File: src/rtl/mem_access_unit_if.sv
//============================================================================
// Module      : mem_access_unit_if
// Description : Data-side SRAM-like bus between the memory-stage load/store
//               engine (master) and the data memory / cache (slave).
//               req/addr_ok is the address handshake; data_ok marks the
//               read response or write completion.
// Ports       : data_req, data_wr, data_size, data_addr, data_wdata (m->s)
//               data_addr_ok, data_data_ok, data_rdata              (s->m)
// Revision    : 1.0 - initial release
//============================================================================
`default_nettype none

interface mem_access_unit_if #(
    parameter int ADDR_W = 32,
    parameter int DATA_W = 32
);
    logic              data_req;
    logic              data_wr;
    logic [1:0]        data_size;
    logic [ADDR_W-1:0] data_addr;
    logic [DATA_W-1:0] data_wdata;
    logic              data_addr_ok;
    logic              data_data_ok;
    logic [DATA_W-1:0] data_rdata;

    modport master (
        output data_req,
        output data_wr,
        output data_size,
        output data_addr,
        output data_wdata,
        input  data_addr_ok,
        input  data_data_ok,
        input  data_rdata
    );

    modport slave (
        input  data_req,
        input  data_wr,
        input  data_size,
        input  data_addr,
        input  data_wdata,
        output data_addr_ok,
        output data_data_ok,
        output data_rdata
    );
endinterface

`default_nettype wire

File: src/rtl/mem_access_unit.sv
//============================================================================
// Module      : mem_access_unit
// Description : Memory-stage load/store engine. Decodes the M-stage
//               instruction, checks address alignment, issues one bus
//               transaction per valid access, stalls the pipeline while it
//               is outstanding, replicates store data across byte lanes and
//               sign/zero-extends load data.
// Ports       : clk, rst (async, active-low)
//               mem_readM, mem_writeM, instrM, aluoutM, rt_valueM  - M stage
//               excM, flushM, stall_otherM                         - control
//               dbus (mem_access_unit_if.master)                   - data bus
//               mem_rdataM, mem_stallM, adelM, adesM               - results
// Revision    : 1.0 - initial release
//============================================================================
`default_nettype none

module mem_access_unit #(
    parameter int ADDR_W = 32,
    parameter int DATA_W = 32
) (
    input  wire logic              clk,
    input  wire logic              rst,
    input  wire logic              mem_readM,
    input  wire logic              mem_writeM,
    input  wire logic [31:0]       instrM,
    input  wire logic [ADDR_W-1:0] aluoutM,
    input  wire logic [DATA_W-1:0] rt_valueM,
    input  wire logic              excM,
    input  wire logic              flushM,
    input  wire logic              stall_otherM,
    mem_access_unit_if.master      dbus,
    output logic [DATA_W-1:0]      mem_rdataM,
    output logic                   mem_stallM,
    output logic                   adelM,
    output logic                   adesM
);

    localparam logic [5:0] OP_LB  = 6'b100000;
    localparam logic [5:0] OP_LH  = 6'b100001;
    localparam logic [5:0] OP_LW  = 6'b100011;
    localparam logic [5:0] OP_LBU = 6'b100100;
    localparam logic [5:0] OP_LHU = 6'b100101;
    localparam logic [5:0] OP_SB  = 6'b101000;
    localparam logic [5:0] OP_SH  = 6'b101001;
    localparam logic [5:0] OP_SW  = 6'b101011;

    localparam logic [1:0] SIZE_BYTE = 2'd0;
    localparam logic [1:0] SIZE_HALF = 2'd1;
    localparam logic [1:0] SIZE_WORD = 2'd2;

    typedef enum logic [1:0] {
        ST_IDLE = 2'd0,
        ST_REQ  = 2'd1,
        ST_WAIT = 2'd2,
        ST_HOLD = 2'd3
    } state_t;

    // ------------------------------------------------------------------
    // Decode
    // ------------------------------------------------------------------
    logic [5:0] opcode;
    logic       is_byte;
    logic       is_half;
    logic       is_word;
    logic       is_signed;
    logic       misaligned;
    logic       acc_valid;
    logic [1:0] dec_size;

    // Only the opcode field matters here; the rest of instrM is ignored.
    logic unused_instr;
    assign unused_instr = ^instrM[25:0];

    assign opcode    = instrM[31:26];
    assign is_byte   = (opcode == OP_LB) || (opcode == OP_LBU) || (opcode == OP_SB);
    assign is_half   = (opcode == OP_LH) || (opcode == OP_LHU) || (opcode == OP_SH);
    assign is_word   = (opcode == OP_LW) || (opcode == OP_SW);
    assign is_signed = (opcode == OP_LB) || (opcode == OP_LH);

    // Unrecognised opcodes fall back to a word-sized access without an
    // alignment check; the decoder upstream should never produce them.
    assign dec_size  = is_byte ? SIZE_BYTE : (is_half ? SIZE_HALF : SIZE_WORD);

    assign misaligned = (is_half & aluoutM[0]) | (is_word & (aluoutM[1:0] != 2'b00));
    assign adelM      = mem_readM  & misaligned;
    assign adesM      = mem_writeM & misaligned;
    assign acc_valid  = (mem_readM | mem_writeM) & ~misaligned & ~excM & ~flushM;

    // ------------------------------------------------------------------
    // Load extraction: pick lane by address offset, then extend.
    // ------------------------------------------------------------------
    function automatic logic [31:0] load_extend(
        input logic [31:0] raw,
        input logic [1:0]  size,
        input logic [1:0]  off,
        input logic        sgn
    );
        logic [7:0]  b;
        logic [15:0] h;
        logic [31:0] res;
        case (off)
            2'd0:    b = raw[7:0];
            2'd1:    b = raw[15:8];
            2'd2:    b = raw[23:16];
            default: b = raw[31:24];
        endcase
        h = off[1] ? raw[31:16] : raw[15:0];
        case (size)
            SIZE_BYTE: res = {{24{sgn & b[7]}}, b};
            SIZE_HALF: res = {{16{sgn & h[15]}}, h};
            default:   res = raw;
        endcase
        return res;
    endfunction

    // ------------------------------------------------------------------
    // State and request registers
    // ------------------------------------------------------------------
    state_t            state_q,     state_d;
    logic              discard_q,   discard_d;
    logic [DATA_W-1:0] rdata_buf_q, rdata_buf_d;
    logic              wr_q,        wr_d;
    logic [1:0]        size_q,      size_d;
    logic [ADDR_W-1:0] addr_q,      addr_d;
    logic [DATA_W-1:0] wdata_q,     wdata_d;
    logic              sign_q,      sign_d;

    always_ff @(posedge clk or negedge rst) begin
        if (!rst) begin
            state_q     <= ST_IDLE;
            discard_q   <= 1'b0;
            rdata_buf_q <= '0;
            wr_q        <= 1'b0;
            size_q      <= 2'd0;
            addr_q      <= '0;
            wdata_q     <= '0;
            sign_q      <= 1'b0;
        end else begin
            state_q     <= state_d;
            discard_q   <= discard_d;
            rdata_buf_q <= rdata_buf_d;
            wr_q        <= wr_d;
            size_q      <= size_d;
            addr_q      <= addr_d;
            wdata_q     <= wdata_d;
            sign_q      <= sign_d;
        end
    end

    // ------------------------------------------------------------------
    // Next state and outputs
    // ------------------------------------------------------------------
    logic [31:0] ext_live;
    logic [31:0] ext_buf;

    // Extension uses the captured size/offset/sign so the result does not
    // depend on the M-stage inputs staying put during the response.
    assign ext_live = load_extend(dbus.data_rdata, size_q, addr_q[1:0], sign_q);
    assign ext_buf  = load_extend(rdata_buf_q,     size_q, addr_q[1:0], sign_q);

    always_comb begin
        state_d     = state_q;
        discard_d   = discard_q;
        rdata_buf_d = rdata_buf_q;
        wr_d        = wr_q;
        size_d      = size_q;
        addr_d      = addr_q;
        wdata_d     = wdata_q;
        sign_d      = sign_q;
        mem_stallM  = discard_q;
        mem_rdataM  = '0;

        case (state_q)
            ST_IDLE: begin
                if (acc_valid) begin
                    state_d = ST_REQ;
                    wr_d    = mem_writeM;
                    size_d  = dec_size;
                    addr_d  = aluoutM;
                    sign_d  = is_signed;
                    case (dec_size)
                        SIZE_BYTE: wdata_d = {4{rt_valueM[7:0]}};
                        SIZE_HALF: wdata_d = {2{rt_valueM[15:0]}};
                        default:   wdata_d = rt_valueM;
                    endcase
                    mem_stallM = 1'b1;
                end
            end

            ST_REQ: begin
                // The request cannot be withdrawn once raised; a flush only
                // marks the eventual response for disposal.
                mem_stallM = 1'b1;
                if (flushM) begin
                    discard_d = 1'b1;
                end
                if (dbus.data_addr_ok) begin
                    state_d = ST_WAIT;
                end
            end

            ST_WAIT: begin
                if (dbus.data_data_ok) begin
                    rdata_buf_d = dbus.data_rdata;
                    if (discard_q || flushM) begin
                        state_d   = ST_IDLE;
                        discard_d = 1'b0;
                    end else if (stall_otherM) begin
                        state_d = ST_HOLD;
                    end else begin
                        state_d = ST_IDLE;
                    end
                    if (!discard_q) begin
                        mem_rdataM = ext_live;
                    end
                end else begin
                    mem_stallM = 1'b1;
                    if (flushM) begin
                        discard_d = 1'b1;
                    end
                end
            end

            ST_HOLD: begin
                // Instruction is still in M because of another stall source;
                // keep presenting the captured load result, never reissue.
                mem_rdataM = ext_buf;
                if (!stall_otherM || flushM) begin
                    state_d = ST_IDLE;
                end
            end

            default: begin
                state_d = ST_IDLE;
            end
        endcase
    end

    assign dbus.data_req   = (state_q == ST_REQ);
    assign dbus.data_wr    = wr_q;
    assign dbus.data_size  = size_q;
    assign dbus.data_addr  = addr_q;
    assign dbus.data_wdata = wdata_q;

endmodule

`default_nettype wire

File: src/flat_wrapper.sv
// flat-port wrapper written by rule: the top's interface ports become plain ports
module mem_access_unit_flat 
#(
    parameter int ADDR_W = 32,
    parameter int DATA_W = 32
)
  (clk, rst, mem_readM, mem_writeM, instrM, aluoutM, rt_valueM, excM, flushM, stall_otherM, mem_rdataM, mem_stallM, adelM, adesM, dbus_data_req, dbus_data_wr, dbus_data_size, dbus_data_addr, dbus_data_wdata, dbus_data_addr_ok, dbus_data_data_ok, dbus_data_rdata);
  mem_access_unit_if #(.ADDR_W(ADDR_W), .DATA_W(DATA_W)) dbus_i ();
  input  wire logic clk;
  input  wire logic rst;
  input  wire logic mem_readM;
  input  wire logic mem_writeM;
  input  wire logic [31:0] instrM;
  input  wire logic [ADDR_W-1:0] aluoutM;
  input  wire logic [DATA_W-1:0] rt_valueM;
  input  wire logic excM;
  input  wire logic flushM;
  input  wire logic stall_otherM;
  output logic [DATA_W-1:0] mem_rdataM;
  output logic mem_stallM;
  output logic adelM;
  output logic adesM;
  output wire logic [$bits(dbus_i.data_req)-1:0] dbus_data_req;
  output wire logic [$bits(dbus_i.data_wr)-1:0] dbus_data_wr;
  output wire logic [$bits(dbus_i.data_size)-1:0] dbus_data_size;
  output wire logic [$bits(dbus_i.data_addr)-1:0] dbus_data_addr;
  output wire logic [$bits(dbus_i.data_wdata)-1:0] dbus_data_wdata;
  input wire logic [$bits(dbus_i.data_addr_ok)-1:0] dbus_data_addr_ok;
  input wire logic [$bits(dbus_i.data_data_ok)-1:0] dbus_data_data_ok;
  input wire logic [$bits(dbus_i.data_rdata)-1:0] dbus_data_rdata;
  assign dbus_data_req = dbus_i.data_req;
  assign dbus_data_wr = dbus_i.data_wr;
  assign dbus_data_size = dbus_i.data_size;
  assign dbus_data_addr = dbus_i.data_addr;
  assign dbus_data_wdata = dbus_i.data_wdata;
  assign dbus_i.data_addr_ok = dbus_data_addr_ok;
  assign dbus_i.data_data_ok = dbus_data_data_ok;
  assign dbus_i.data_rdata = dbus_data_rdata;
  mem_access_unit #(.ADDR_W(ADDR_W), .DATA_W(DATA_W)) u_core (.clk(clk), .rst(rst), .mem_readM(mem_readM), .mem_writeM(mem_writeM), .instrM(instrM), .aluoutM(aluoutM), .rt_valueM(rt_valueM), .excM(excM), .flushM(flushM), .stall_otherM(stall_otherM), .dbus(dbus_i), .mem_rdataM(mem_rdataM), .mem_stallM(mem_stallM), .adelM(adelM), .adesM(adesM));
endmodule
File: config.mk
export PLATFORM = sky130hd
export DESIGN_NAME = mem_access_unit_flat
export DESIGN_NICKNAME = d
export VERILOG_FILES = /design/src/rtl/mem_access_unit_if.sv /design/src/rtl/mem_access_unit.sv /design/src/flat_wrapper.sv
export SDC_FILE = /design/constraint.sdc
export NUM_CORES = 1
export LEC_CHECK = 0
export CAP_MARGIN = 5
export CORE_AREA = 2 2 133 187
export DETAILED_ROUTE_END_ITERATION = 8
export DIE_AREA = 0 0 135 189
export MAX_ROUTING_LAYER = met4
export SYNTH_ARGS = -nofsm -noshare
export SYNTH_HDL_FRONTEND = slang
export SYNTH_SLANG_ARGS = --single-unit
File: constraint.sdc
create_clock -name clk -period 3.44 [get_ports clk]
set_input_delay 1.032 -clock clk [delete_from_list [all_inputs] [get_ports clk]]
set_output_delay 1.032 -clock clk [all_outputs]
set_load 0.01 [all_outputs]
==> impl_metrics.csv, run 1 <==
group,metric,value,unit
clock_network,clk_path_buf_depth,2,
placed_design,dp_hpwl,15.7,mm
timing,worst_slew_pin_slew,0.611,ns
clock_network,cts_tree,"yes",
timing,drv_slew,0,
pwr,vdd_ir_drop_max,0.000286,V
setup_path,path_delay_family,"multiplexers",
synth,synth-edff-count,0,
die,fp.dieArea,0.0255,mm²
die,initial_utilization,0.256,
detailed_routing,via_per_inst,4.91,
die,core,0.0238,mm²
synth,yosysTopAreaCell,"dfrtp_1",
clock_network,path_clk_slew,0.08,ns
placed_design,dp_cells,1248,
timing,skew,0.00828,ns
synth,synth_top_area_frac,0.422,
job,drv_cap,0,
cells_and_area,finalNonFillerCells,1273,
setup_path,crit_type,"input port to output port",
hold_path,min_delay_path_depth,2,
global_route,grt_pass1_wl,33.9,mm
die,io_pins,240,
cells_and_area,num_antenna_cells,0,
cells_and_area,nFillCells,2442,
clock_network,htree_levels,3,
cells_and_area,nNetsFinal,1099,
cells_and_area,fin_util,0.399,
synth,synth_seq_cells,103,
clock_network,clock_latency,0.36,ns
global_route,use_met1,0.211,
setup_path,startpoint,"dbus_data_rdata[31]",
synth,yosysWarnings,0,
synth,synth_area,0.00610,mm²
timing,hold_violations,0,
global_route,grt_busiest_layer,"met2",
setup_path,reg2reg_slack,1.54,ns
cells_and_area,drive_above_1_share,0.222,
synth,synth.avg_cell_area,8.71,µm²
cells_and_area,multi_input_comb_area,0.00339,mm²
cells_and_area,fin_area,0.00951,mm²
setup_path,max_stage_delay,0.48,ns
synth,synth_cell_types,47,
setup_path,worstPathRequired,2.41,ns
setup_path,crit_slowest_cell,"mux4_2",
global_route,grtUsageMet3,0.0356,
detailed_routing,ant_nets,0,
placed_design,preCtsSetupSlack,-0.926,ns
global_route,overflow,0,
detailed_routing,vias,6254,
synth,synthTopCellsByArea,"dfrtp_1, nand2_1, mux2_2",
global_route,grt_use_total,0.174,
clock_network,root_buffer,"clkbuf_16",
cells_and_area,areaGrowthSynthToFinish,55.7,%
status,violations,"setup timing",
placed_design,gp_congestion,0.819,
timing,period_needed,3.52,ns
setup_path,arrival,2.49,ns
setup_path,cp-start-kind,"input port",
synth,ys_top_cells_by_count,"nand2_1, dfrtp_1, o21ai_0, clkbuf_1, mux2i_1",
timing,rsz0062_at_grt,"true",
setup_path,crit_chain,"buf_6 -> mux4_2 -> a31oi_1 -> buf_4 -> a221oi_2 -> a21oi_1 -> nand2_1 -> buf_2",
synth,syn-num-nets,842,
detailed_routing,wire_per_inst,17.3,µm
synth,yosysSeqAreaShare,0.422,
setup_path,worstRegToRegCells,9,
pwr,power.density,715,mW/mm²
setup_path,path_max_fanout,7,
detailed_routing,dr.pass1.iters,5,
setup_path,path_buf_inv,3,
setup_path,r2r-end,"u_core.state_q[1]",
status,status,"finished, violations left",
die,rows,67,
timing,fmax,284,MHz
detailed_routing,drc,0,
setup_path,end_kind,"output port",
detailed_routing,drtIter0Drc,523,
placed_design,postPlaceCellArea,0.00904,mm²
synth,async_reset_ff_frac,1.00,
clock_network,cts_sinks,103,
placed_design,port_buffers,213,
setup_path,r2r-start,"u_core.state_q[0]",
timing,setup_viol,20,
cells_and_area,seq_area,0.00258,mm²
synth,syn_inst,701,
global_route,gr-usage-met2,0.293,
hold_path,hold_path_end,"u_core.dbus.data_addr[28]",
timing,setup_slack,-0.0803,ns
pwr,p_leak,0.00453,µW
die,die_w,135,µm
hold_path,holdCritPathClass,"flop to flop",
global_route,antenna_found_initial,0,
hold_path,hold_start,"u_core.dbus.data_addr[28]",
timing,min_period_over_period,1.02,
detailed_routing,routed_wl,22.0,mm
timing,max-slew-margin-rel,0.593,
global_route,grt_start_max_net_pins,104,
die,chipHeight,189,µm
synth,ys.flop_type,"dfrtp_1",
global_route,grt_pass1_vias,6132,
clock_network,numCtsBuffers,9,
synth,yosysMostFrequentCell,"nand2_1",
## area by class of cell
cell class	count	area share
clock buffers	10	0.0241
repair buffers	300	0.294
multi-input cells	525	0.356
clock inverters	6	0.00606
inverters	19	0.00750
well taps	310	0.0408
flip-flops and latches	103	0.272
## stage by stage
| step | TNS [ns] | power (µW) | hold slack (ns) |
|---|---|---|---|
| after global placement | -27.21 | 5720 | 0.456 |
| after CTS | -0.975 | 6840 | 0.482 |
| after detailed placement | -27.44 | 5770 | 0.461 |
| after floorplan | 0 | 3910 | 0.474 |
| after global routing | -2.68 | 7290 | 0.496 |
| final | -0.672 | 6800 | 0.475 |
## logic make-up after synthesis
kind of cell	after synthesis	synth area share
AND/OR/NAND/NOR	274	0.190
AO/OA/AOI/OAI	176	0.201
flip-flops	103	0.422
buffers and inverters	73	0.0490
multiplexers	71	0.129
adder cells (fa/ha/maj)	4	0.00820
## state kept, by name, indices dropped and copies added (netlist names)
name	cells
u_core.sign_q	1
u_core.dbus.data_size	2
u_core.discard_q	1
u_core.state_q	2
u_core.dbus.data_wdata	32
u_core.dbus.data_addr	32
u_core.rdata_buf_q	32
u_core.dbus.data_wr	1
## worst min-delay path, cell delays in order, from the launching register on
cell,delay (ns)
dfrtp_1,0.35
nand2_1,0.05
nand2_1,0.05
## report_power, final
part / switching, µW / total [µW] / internal (µW)
logic: 1730 / 3520 / 1800
registers: 455 / 2230 / 1780
clock network: 530 / 1040 / 513
## worst max path at each step
stage                     endpoint  slack (ns)  cells after the start
floorplan           mem_rdataM[31]        0.12                      7
global placement    mem_rdataM[21]       -0.93                      7
detailed placement  mem_rdataM[21]       -0.93                      7
CTS                 mem_rdataM[21]       -0.14                      8
global route        mem_rdataM[21]       -0.19                      8
finish              mem_rdataM[10]       -0.08                      8
## cell usage in the layout (no fill, tap or decap), types with 3 or more instances in the layout
cell             netlist  layout
dfrtp_1              103      99
dlymetal6s2s_1         0      11
a211o_1                8       8
inv_2                  1       3
a222oi_1              17      17
buf_2                  8      27
mux2_2                33      32
nand2_1              193     193
nor2_1                21      19
o22ai_1                6       5
inv_1                 18      16
o31ai_1               11       6
a21oi_1               33      32
dlygate4sd2_1          0      16
nand3_1                8       8
nor2_2                 1       3
mux4_2                 3       3
o21ai_0               44      42
a221oi_1              13       7
and3_1                 6       5
o21bai_1               5       5
buf_12                 0       6
dfrtp_2                0       4
nor3_2                 0       3
a311oi_1               5       5
o31ai_2                0       5
ha_1                   4       4
buf_6                  2      12
inv_6                  0       3
mux2i_1               35      35
nor2b_1                9       7
a22o_1                16      16
buf_4                  0      74
nand2b_1              18      18
clkbuf_16              0       9
nor3_1                11       8
a221oi_2               0       6
clkdlybuf4s50_1        0     146
## what timing repair did
action,CTS,global route
pin swaps,48,30
gates resized for setup,208,35
hold buffers,0,0
hold endpoints to repair,0,0
buffers inserted,6,1
cloned,1,1
endpoints found under the setup margin,35,34
## routing by layer
layer	routed length (µm)	up-vias
met3	1370	24
li1	-	3005
met4	370	0
met5	0	-
met2	11100	234
met1	9110	2991
No activity file was read; power rests on OpenSTA's default activity.
==> inputs of run 2 (changes only) <==
--- a/config.mk
+++ b/config.mk
@@ -7,6 +7,7 @@
 export LEC_CHECK = 0
 export CAP_MARGIN = 5
 export CORE_AREA = 2 2 133 187
+export CTS_BUF_LIST = sky130_fd_sc_hd__clkbuf_4
 export DETAILED_ROUTE_END_ITERATION = 8
 export DIE_AREA = 0 0 135 189
 export MAX_ROUTING_LAYER = met4
==> run 2 against run 1 <==
The flow still finishes with violations (setup timing). Sequential share of layout area about the same. Hold slack better by 0.022 ns. Final cell count up 0.86%. Die area is the same. Critical endpoint unchanged. Largest power group unchanged.
==> impl_metrics.csv, run 2 (synthesis results as in run 1) <==
group,metric,value,unit
status,status,"finished, violations left",
status,violations,"setup timing",
timing,max-slew-margin-rel,0.582,
global_route,grt_start_max_net_pins,104,
timing,period_needed,3.59,ns
placed_design,port_buffers,213,
detailed_routing,drc,0,
die,rows,67,
timing,min_period_over_period,1.04,
die,die_w,135,µm
clock_network,cts_sinks,103,
global_route,antenna_found_initial,2,
global_route,overflow,0,
detailed_routing,dr.pass1.iters,5,
clock_network,clk_path_buf_depth,2,
setup_path,crit_type,"input port to output port",
setup_path,arrival,2.55,ns
clock_network,htree_levels,3,
placed_design,gp_congestion,0.819,
timing,fmax,279,MHz
timing,tns,-1.74,ns
cells_and_area,final_cell_mix,"nand2_1, clkdlybuf4s50_1, dfrtp_1",
timing,drv_slew,0,
detailed_routing,vias,6298,
cells_and_area,drive_above_1_share,0.236,
die,chipHeight,189,µm
cells_and_area,nNetsFinal,1108,
detailed_routing,via_per_inst,4.90,
detailed_routing,ant_nets,0,
pwr,p_leak,0.00453,µW
timing,setup_viol,23,
die,io_pins,240,
global_route,grt_pass1_wl,33.9,mm
timing,skew,0.0184,ns
pwr,vdd_ir_drop_max,0.000287,V
setup_path,end_kind,"output port",
placed_design,dp_hpwl,15.7,mm
clock_network,clock_latency,0.49,ns
die,initial_utilization,0.256,
clock_network,root_buffer,"clkbuf_4",
detailed_routing,wire_per_inst,17.2,µm
clock_network,numCtsBuffers,9,
job,drv_cap,0,
global_route,grt_pass1_vias,6096,
setup_path,cp-start-kind,"input port",
pwr,power.density,693,mW/mm²
detailed_routing,drtIter0Drc,451,
die,core,0.0238,mm²
timing,rsz0062_at_grt,"true",
hold_path,holdCritPathClass,"flop to flop",
detailed_routing,routed_wl,22.1,mm
clock_network,cts_hold_buf,0,
die,fp.dieArea,0.0255,mm²
setup_path,worstPathRequired,2.41,ns
cells_and_area,areaGrowthSynthToFinish,55.6,%
placed_design,preCtsSetupSlack,-0.926,ns
cells_and_area,fin_util,0.399,
setup_path,path_max_fanout,7,
timing,worst_slew_pin_slew,0.627,ns
timing,setup_slack,-0.146,ns
cells_and_area,layout_commonest_cell,"nand2_1",
timing,hold_violations,0,
clock_network,path_clk_slew,0.18,ns
clock_network,cts_tree,"yes",
global_route,grt_use_total,0.174,
==> run 2: cell count changes in the layout (fill, tap and decap cells not counted), sizes merged <==
| cell | before | now |
|---|---|---|
| dlygate4sd2 | 16 | 15 |
| buf | 122 | 130 |
| diode | 0 | 2 |
| clkbuf | 11 | 12 |
| clkdlybuf4s15 | 4 | 5 |
==> run 2: where the power goes <==
group	switching [µW]	leakage (µW)	internal (µW)	total (µW)
Combinational	1790	0.00319	1900	3690
Clock	490	0.0000758	177	667
Sequential	452	0.00126	1770	2220
Total	2730	0.00453	3850	6580
==> run 2: final cells by class <==
class                      count  area, µm²
fill                        2443      14300
multi-input combinational    525       3430
timing repair buffer         309       2890
sequential                   103       2580
tap                          310        388
clock buffer                  10       75.1
inverter                      19       71.3
clock inverter                 6       57.6
antenna                        2       5.00
==> run 2: final timing paths <==
kind / startpoint / endpoint / slack, ns / depth (start not counted)
max reg2reg: u_core.state_q[0] / u_core.state_q[1] / 1.50 / 9
min in group asynchronous: rst / u_core.rdata_buf_q[29] / 0.59 / 2
min reg2reg: u_core.dbus.data_addr[29] / u_core.dbus.data_addr[29] / 0.50 / 2
max in group asynchronous: rst / u_core.dbus.data_addr[7] / 2.37 / 2
min: u_core.dbus.data_addr[29] / u_core.dbus.data_addr[29] / 0.50 / 2
max: dbus_data_rdata[7] / mem_rdataM[10] / -0.15 / 8
==> run 2: through the flow <==
| stage | area (µm²) | instances | power [µW] | hold slack [ns] |
|---|---|---|---|---|
| 2_1_floorplan | 6100 | 701 | 3910 | 0.474 |
| 3_3_place_gp | 9040 | 1248 | 5720 | 0.456 |
| 3_5_place_dp | 9040 | 1248 | 5770 | 0.461 |
| 4_1_cts | 9320 | 1273 | 6500 | 0.503 |
| 5_1_grt | 9500 | 1284 | 7060 | 0.522 |
| 6_report | 9500 | 1284 | 6580 | 0.497 |
==> run 2: routing by layer <==
layer | wire, µm | track usage
met2 | 11400 | 0.296
met3 | 1390 | 0.0321
met5 | 0 | -
met4 | 320 | 0.0445
met1 | 9060 | 0.213
==> run 2: worst max-delay path, stage by stage <==
cell,delay (ns)
clkdlybuf4s15_2,0.21
mux4_2,0.48
a31oi_1,0.14
buf_4,0.22
a221oi_2,0.07
a21oi_1,0.13
nand2_1,0.11
buf_2,0.16
==> run 2: timing repair <==
item	CTS	global route
setup buffers	7	9
resized for setup	224	33
pin swaps	54	31
cloned	2	1
setup endpoints to repair	35	34
